**src/rtl/tft_timing_ctrl.sv**
```systemverilog
// tft_timing_ctrl: sync/DE timing generator and pixel sink for an RGB565 TFT panel.
// Coordinates are requested one clock before display. The upstream generator
// registers pix_data, so the returned colour lines up with tft_de.
module tft_timing_ctrl #(
    parameter int unsigned H_SYNC  = 41,
    parameter int unsigned H_BACK  = 2,
    parameter int unsigned H_VALID = 480,
    parameter int unsigned H_FRONT = 2,
    parameter int unsigned V_SYNC  = 10,
    parameter int unsigned V_BACK  = 2,
    parameter int unsigned V_VALID = 272,
    parameter int unsigned V_FRONT = 2
) (
    input  logic        tft_clk,
    input  logic        sys_rst_n,
    input  logic [15:0] pix_data,
    output logic [9:0]  pix_x,
    output logic [9:0]  pix_y,
    output logic [15:0] rgb_tft,
    output logic        hsync,
    output logic        vsync,
    output logic        tft_de,
    output logic        tft_bl,
    output logic        frame_start
);

    localparam logic [9:0] H_TOTAL   = 10'(H_SYNC + H_BACK + H_VALID + H_FRONT);
    localparam logic [9:0] V_TOTAL   = 10'(V_SYNC + V_BACK + V_VALID + V_FRONT);
    localparam logic [9:0] H_SYNC_W  = 10'(H_SYNC);
    localparam logic [9:0] V_SYNC_W  = 10'(V_SYNC);
    localparam logic [9:0] HA        = 10'(H_SYNC + H_BACK);
    localparam logic [9:0] HA_END    = 10'(H_SYNC + H_BACK + H_VALID);
    localparam logic [9:0] REQ_START = 10'(H_SYNC + H_BACK - 1);
    localparam logic [9:0] REQ_END   = 10'(H_SYNC + H_BACK + H_VALID - 1);
    localparam logic [9:0] VA        = 10'(V_SYNC + V_BACK);
    localparam logic [9:0] VA_END    = 10'(V_SYNC + V_BACK + V_VALID);

    logic [9:0] cnt_h;
    logic [9:0] cnt_v;
    logic       v_act;
    logic       h_act;
    logic       pix_req;

    // Horizontal pixel counter, wraps at the end of each line.
    always_ff @(posedge tft_clk or negedge sys_rst_n) begin
        if (!sys_rst_n)
            cnt_h <= '0;
        else if (cnt_h == H_TOTAL - 10'd1)
            cnt_h <= '0;
        else
            cnt_h <= cnt_h + 10'd1;
    end

    // Vertical line counter, advances on the last pixel of each line.
    always_ff @(posedge tft_clk or negedge sys_rst_n) begin
        if (!sys_rst_n)
            cnt_v <= '0;
        else if (cnt_h == H_TOTAL - 10'd1) begin
            if (cnt_v == V_TOTAL - 10'd1)
                cnt_v <= '0;
            else
                cnt_v <= cnt_v + 10'd1;
        end
    end

    // Output decode straight from the counters; the request window leads the
    // display window by one clock to cover the generator's register stage.
    always_comb begin
        v_act       = (cnt_v >= VA) && (cnt_v < VA_END);
        h_act       = (cnt_h >= HA) && (cnt_h < HA_END);
        pix_req     = v_act && (cnt_h >= REQ_START) && (cnt_h < REQ_END);
        hsync       = (cnt_h < H_SYNC_W);
        vsync       = (cnt_v < V_SYNC_W);
        tft_de      = v_act && h_act;
        frame_start = (cnt_h == '0) && (cnt_v == '0);
        pix_x       = '1;
        pix_y       = '1;
        if (pix_req) begin
            pix_x = cnt_h - REQ_START;
            pix_y = cnt_v - VA;
        end
        rgb_tft = tft_de ? pix_data : '0;
    end

    assign tft_bl = sys_rst_n;

endmodule

```
**config.mk**
```make
export PLATFORM = sky130hd
export DESIGN_NAME = tft_timing_ctrl
export DESIGN_NICKNAME = d
export VERILOG_FILES = /design/src/rtl/tft_timing_ctrl.sv
export SDC_FILE = /design/constraint.sdc
export NUM_CORES = 1
export LEC_CHECK = 0
export CELL_PAD_IN_SITES_DETAIL_PLACEMENT = 1
export CELL_PAD_IN_SITES_GLOBAL_PLACEMENT = 1
export CORE_MARGIN = 1.5
export CORE_UTILIZATION = 29
export DETAILED_ROUTE_END_ITERATION = 8
export PLACE_DENSITY_LB_ADDON = 0.25
export SETUP_SLACK_MARGIN = 0.02
export SYNTH_ARGS = -nofsm -noshare
export SYNTH_HDL_FRONTEND = slang
export SYNTH_SLANG_ARGS = --single-unit
```
**constraint.sdc**
```tcl
create_clock -name tft_clk -period 2.31 [get_ports tft_clk]
set_clock_uncertainty 0.15 [all_clocks]
set_input_delay 0.462 -clock tft_clk [delete_from_list [all_inputs] [get_ports tft_clk]]
set_output_delay 0.462 -clock tft_clk [all_outputs]
set_load 0.05 [all_outputs]
```
==> Implementation_results.wiki <==
{| class="wikitable"
! Metric !! Value
|-
| Peak supply drop || 0.146 mV
|-
| Syn avg cell area || 8.03 um^2
|-
| Fmax || 342 MHz
|-
| Average routed wire per standard cell || 16.0 um
|-
| Arrival time of data at the critical path endpoint || 2310 ps
|-
| Actual slew at the worst max-slew pin || 408 ps
|-
| Max_slew headroom || 72.4%
|-
| Final-report max-slew violation count || 0
|-
| Effective utilization at floorplan || 30.4%
|-
| Clock root buffer master || clkbuf_8
|-
| Post-synthesis cell count || 211
|-
| Via count || 1,905
|-
| Post-route antenna net violation count || 0
|-
| CP most frequent cell || buf_12
|-
| Height of the die || 79.4 um
|-
| Required time reported for the critical path endpoint || 1700 ps
|-
| Setup_tns || -22,480 ps
|-
| Unrepaired setup endpoints after global routing || true
|-
| Number of hold-slack violations in the final timing report || 0
|-
| TritonCTS clock tree || yes
|-
| Sum of internal, switching and leakage power || 0.673 mW
|-
| Number of fillers in the final layout || 621
|-
| Area of all sequential standard cells || 500 um^2
|-
| Setup ws final || -615 ps
|-
| RR Startpoint || cnt_h[1]
|-
| IO Port Bufs || 58
|-
| Worst hold-check slack || 391 ps
|-
| Endpoints failing setup || 39
|-
| Core Box Area || 5570 um^2
|-
| Clock edge transition at the registers on the reported setup and hold paths || 80 ps
|-
| Critical Path Source || cnt_h[6]
|-
| Fin crit share || 127%
|-
| Commonest non-fill, non-tap cell in the layout || buf_4
|-
| Result of the run || finished with violations
|-
| Post-synth net total || 242
|-
| Post-Route WL || 6180 um
|-
| Die boundary width || 79.4 um
|-
| Synthesis-to-layout area growth || 95.2%
|-
| Global-route wire length before repair || 10,100 um
|-
| Total number of nets in the final design || 347
|-
| Pleak || 1.52 nW
|-
| Ys async rst share || 100%
|-
| Count of TritonRoute iterations in the first routing pass || 4
|-
| Post-synth top flop || dfrtp_1
|-
| Number of buffers created by CTS || 3
|-
| Area after DPL || 3030 um^2
|-
| Number of global-route vias before repair || 2,075
|-
| Post-route DRC violation count || 0
|-
| Share of the synthesized area in the top cell type || 29.5%
|-
| Mapped cell area || 1690 um^2
|-
| CTS max path bufs || 2
|-
| Start point of the worst hold path || cnt_v[9]
|-
| Insertion delay to the later sink of the worst-skew pair || 260 ps
|-
| Number of cells on the worst reg-to-reg path || 9
|-
| I/O pin count || 59
|-
| Netlist cell types || 41
|-
| Top Family by Delay on Critical Path || simple AND/OR/NAND/NOR gates
|-
| Number of enable-type register cells in the synthesized netlist || 0
|-
| Core occupancy in the finished layout || 59.3%
|-
| Placer Congestion || 0.728
|-
| CP max stage delay || 560 ps
|-
| Iteration-0 DRC Markers || 45
|-
| Worst Setup Start Kind || flip-flop
|-
| Path category of the worst min-delay check || flip-flop to flip-flop
|-
| Area occupied by multi-input gates || 1310 um^2
|-
| Worst-path cell chain || or4b_4 > or4_4 > a21oi_4 > buf_12 > buf_12 > o21ai_2 > buf_6
|-
| End of the critical path || pix_y[7]
|-
| Routed vias/inst || 4.92
|-
| Total routing resource utilization after global routing || 20.5%
|-
| Main area contributors after synthesis || dfrtp_1 (30%), ha_1 (9.6%), nand2_1 (7.5%), and2_1 (6.3%), xor2_1 (6.2%)
|-
| Most frequent cells in the layout || buf_4 (46), nand2_1 (24), buf_12 (24)
|-
| Post-route cell area || 3310 um^2
|-
| Synth Register Bits || 20
|-
| Worst Setup Path Type || flip-flop to output port
|-
| Number of warnings issued by yosys || 0
|-
| Die outline area || 6310 um^2
|-
| Antenna diode count || 0
|-
| HPWL reported at the end of detailed placement || 4870 um
|-
| Count of standard-cell rows || 27
|-
| Largest fanout on the critical path || 6
|-
| Violated checks || negative setup slack
|-
| Clock period minus worst slack || 2930 ps
|-
| H-Tree Level Count || 1
|-
| Maximum number of pins on one net before global-route repair || 21
|-
| Critical register-to-register path endpoint || cnt_v[9]
|-
| Antenna violations before repair || 0
|-
| Number of cells on the critical path || 7
|-
| Critical-path top delay cell || or4b_4
|-
| Ratio of cells with drive above 1 in the final layout || 46.7%
|-
| Cell taking the most area after synthesis || dfrtp_1
|-
| Share of synthesized area occupied by flip-flops and latches || 29.5%
|-
| Worst path bufs/invs || 3
|-
| Register-to-Register Setup Slack || 170 ps
|-
| Number of violations of the max-capacitance limit || 0
|-
| Critical Path End Type || output port
|-
| Overflow after GRT || 0
|-
| Power per unit of standard cell area || 204 nW/um^2
|-
| Count of clock tree sinks || 20
|}
## cell usage after synthesis (all sizes together), types with 2 or more instances
cell type  count
nand4          6
or4            2
ha            13
buf           11
clkbuf         2
xnor2          9
xor2          12
o31ai          3
and3           2
nand2b         4
nand3          5
o21ai         12
nor3           4
and2          17
inv            8
nand3b         2
a21o           2
dfrtp         20
nor2b          5
nand2         34
nor2          18
or3            3
a21oi          6
## final cells by class
| type | count | area share [%] |
|---|---|---|
| Timing Repair Buffer | 113 | 39.8 |
| Multi-Input combinational cell | 170 | 39.7 |
| Sequential cell | 20 | 15.1 |
| Tap cell | 72 | 2.72 |
| Clock buffer | 4 | 1.66 |
| Inverter | 8 | 0.984 |
## state kept, by name, indices dropped and copies added, names as in the netlist
| signal | flops |
|---|---|
| cnt_h | 10 |
| cnt_v | 10 |
## routing by layer
layer  routed length [um]  up-vias  global-route usage [%]  part of all wire, %
li1                     -      917                       -                    -
met1                 2430      919                    22.6                   39
met2                 3340       64                    40.8                   54
met3                  362        5                    2.86                  5.9
met4                   44        0                    4.39                 0.71
met5                    0        -                       0                    0
## cells by family after synthesis
logic type | count (synthesis) | share of synthesized area (%)
XOR/XNOR | 21 | 10.9
buffers and inverters | 21 | 6.35
AO/OA/AOI/OAI | 29 | 10.9
adder cells (fa/ha/maj) | 13 | 9.60
AND/OR/NAND/NOR | 107 | 32.8
flip-flops | 20 | 29.5
## report_power, final
part / switching [mW] / total, mW / internal, mW / leakage (nW)
Sequential: 0 / 0.350 / 0.350 / 0.265
Clock: 0.125 / 0.277 / 0.152 / 0.0288
Combinational: 0.0167 / 0.0463 / 0.0296 / 1.22
Total: 0.142 / 0.673 / 0.531 / 1.52
## how the worst min path moves through the flow
stage	endpoint	slack, ps	depth (start not counted)
finish	cnt_v[9]	390	1
global route	cnt_v[9]	410	1
CTS	cnt_v[9]	380	1
detailed placement	cnt_v[9]	370	1
global placement	cnt_v[9]	360	1
floorplan	cnt_h[0]	20	0
## stage by stage
stage / cells / setup WS, ps
2_1_floorplan: 211 / -325
3_3_place_gp: 378 / -371
3_5_place_dp: 378 / -409
4_1_cts: 387 / -611
5_1_grt: 387 / -669
6_report: 387 / -615
## timing repair
| action | CTS | global route |
|---|---|---|
| gates cloned | 1 | 0 |
| setup buffers | 4 | 0 |
| endpoints found under the setup margin | 43 | 43 |
| hold buffers | 0 | 0 |
| gates resized for setup | 27 | 14 |
| pin swaps | 5 | 3 |
(Power assumes the default switching activity.)
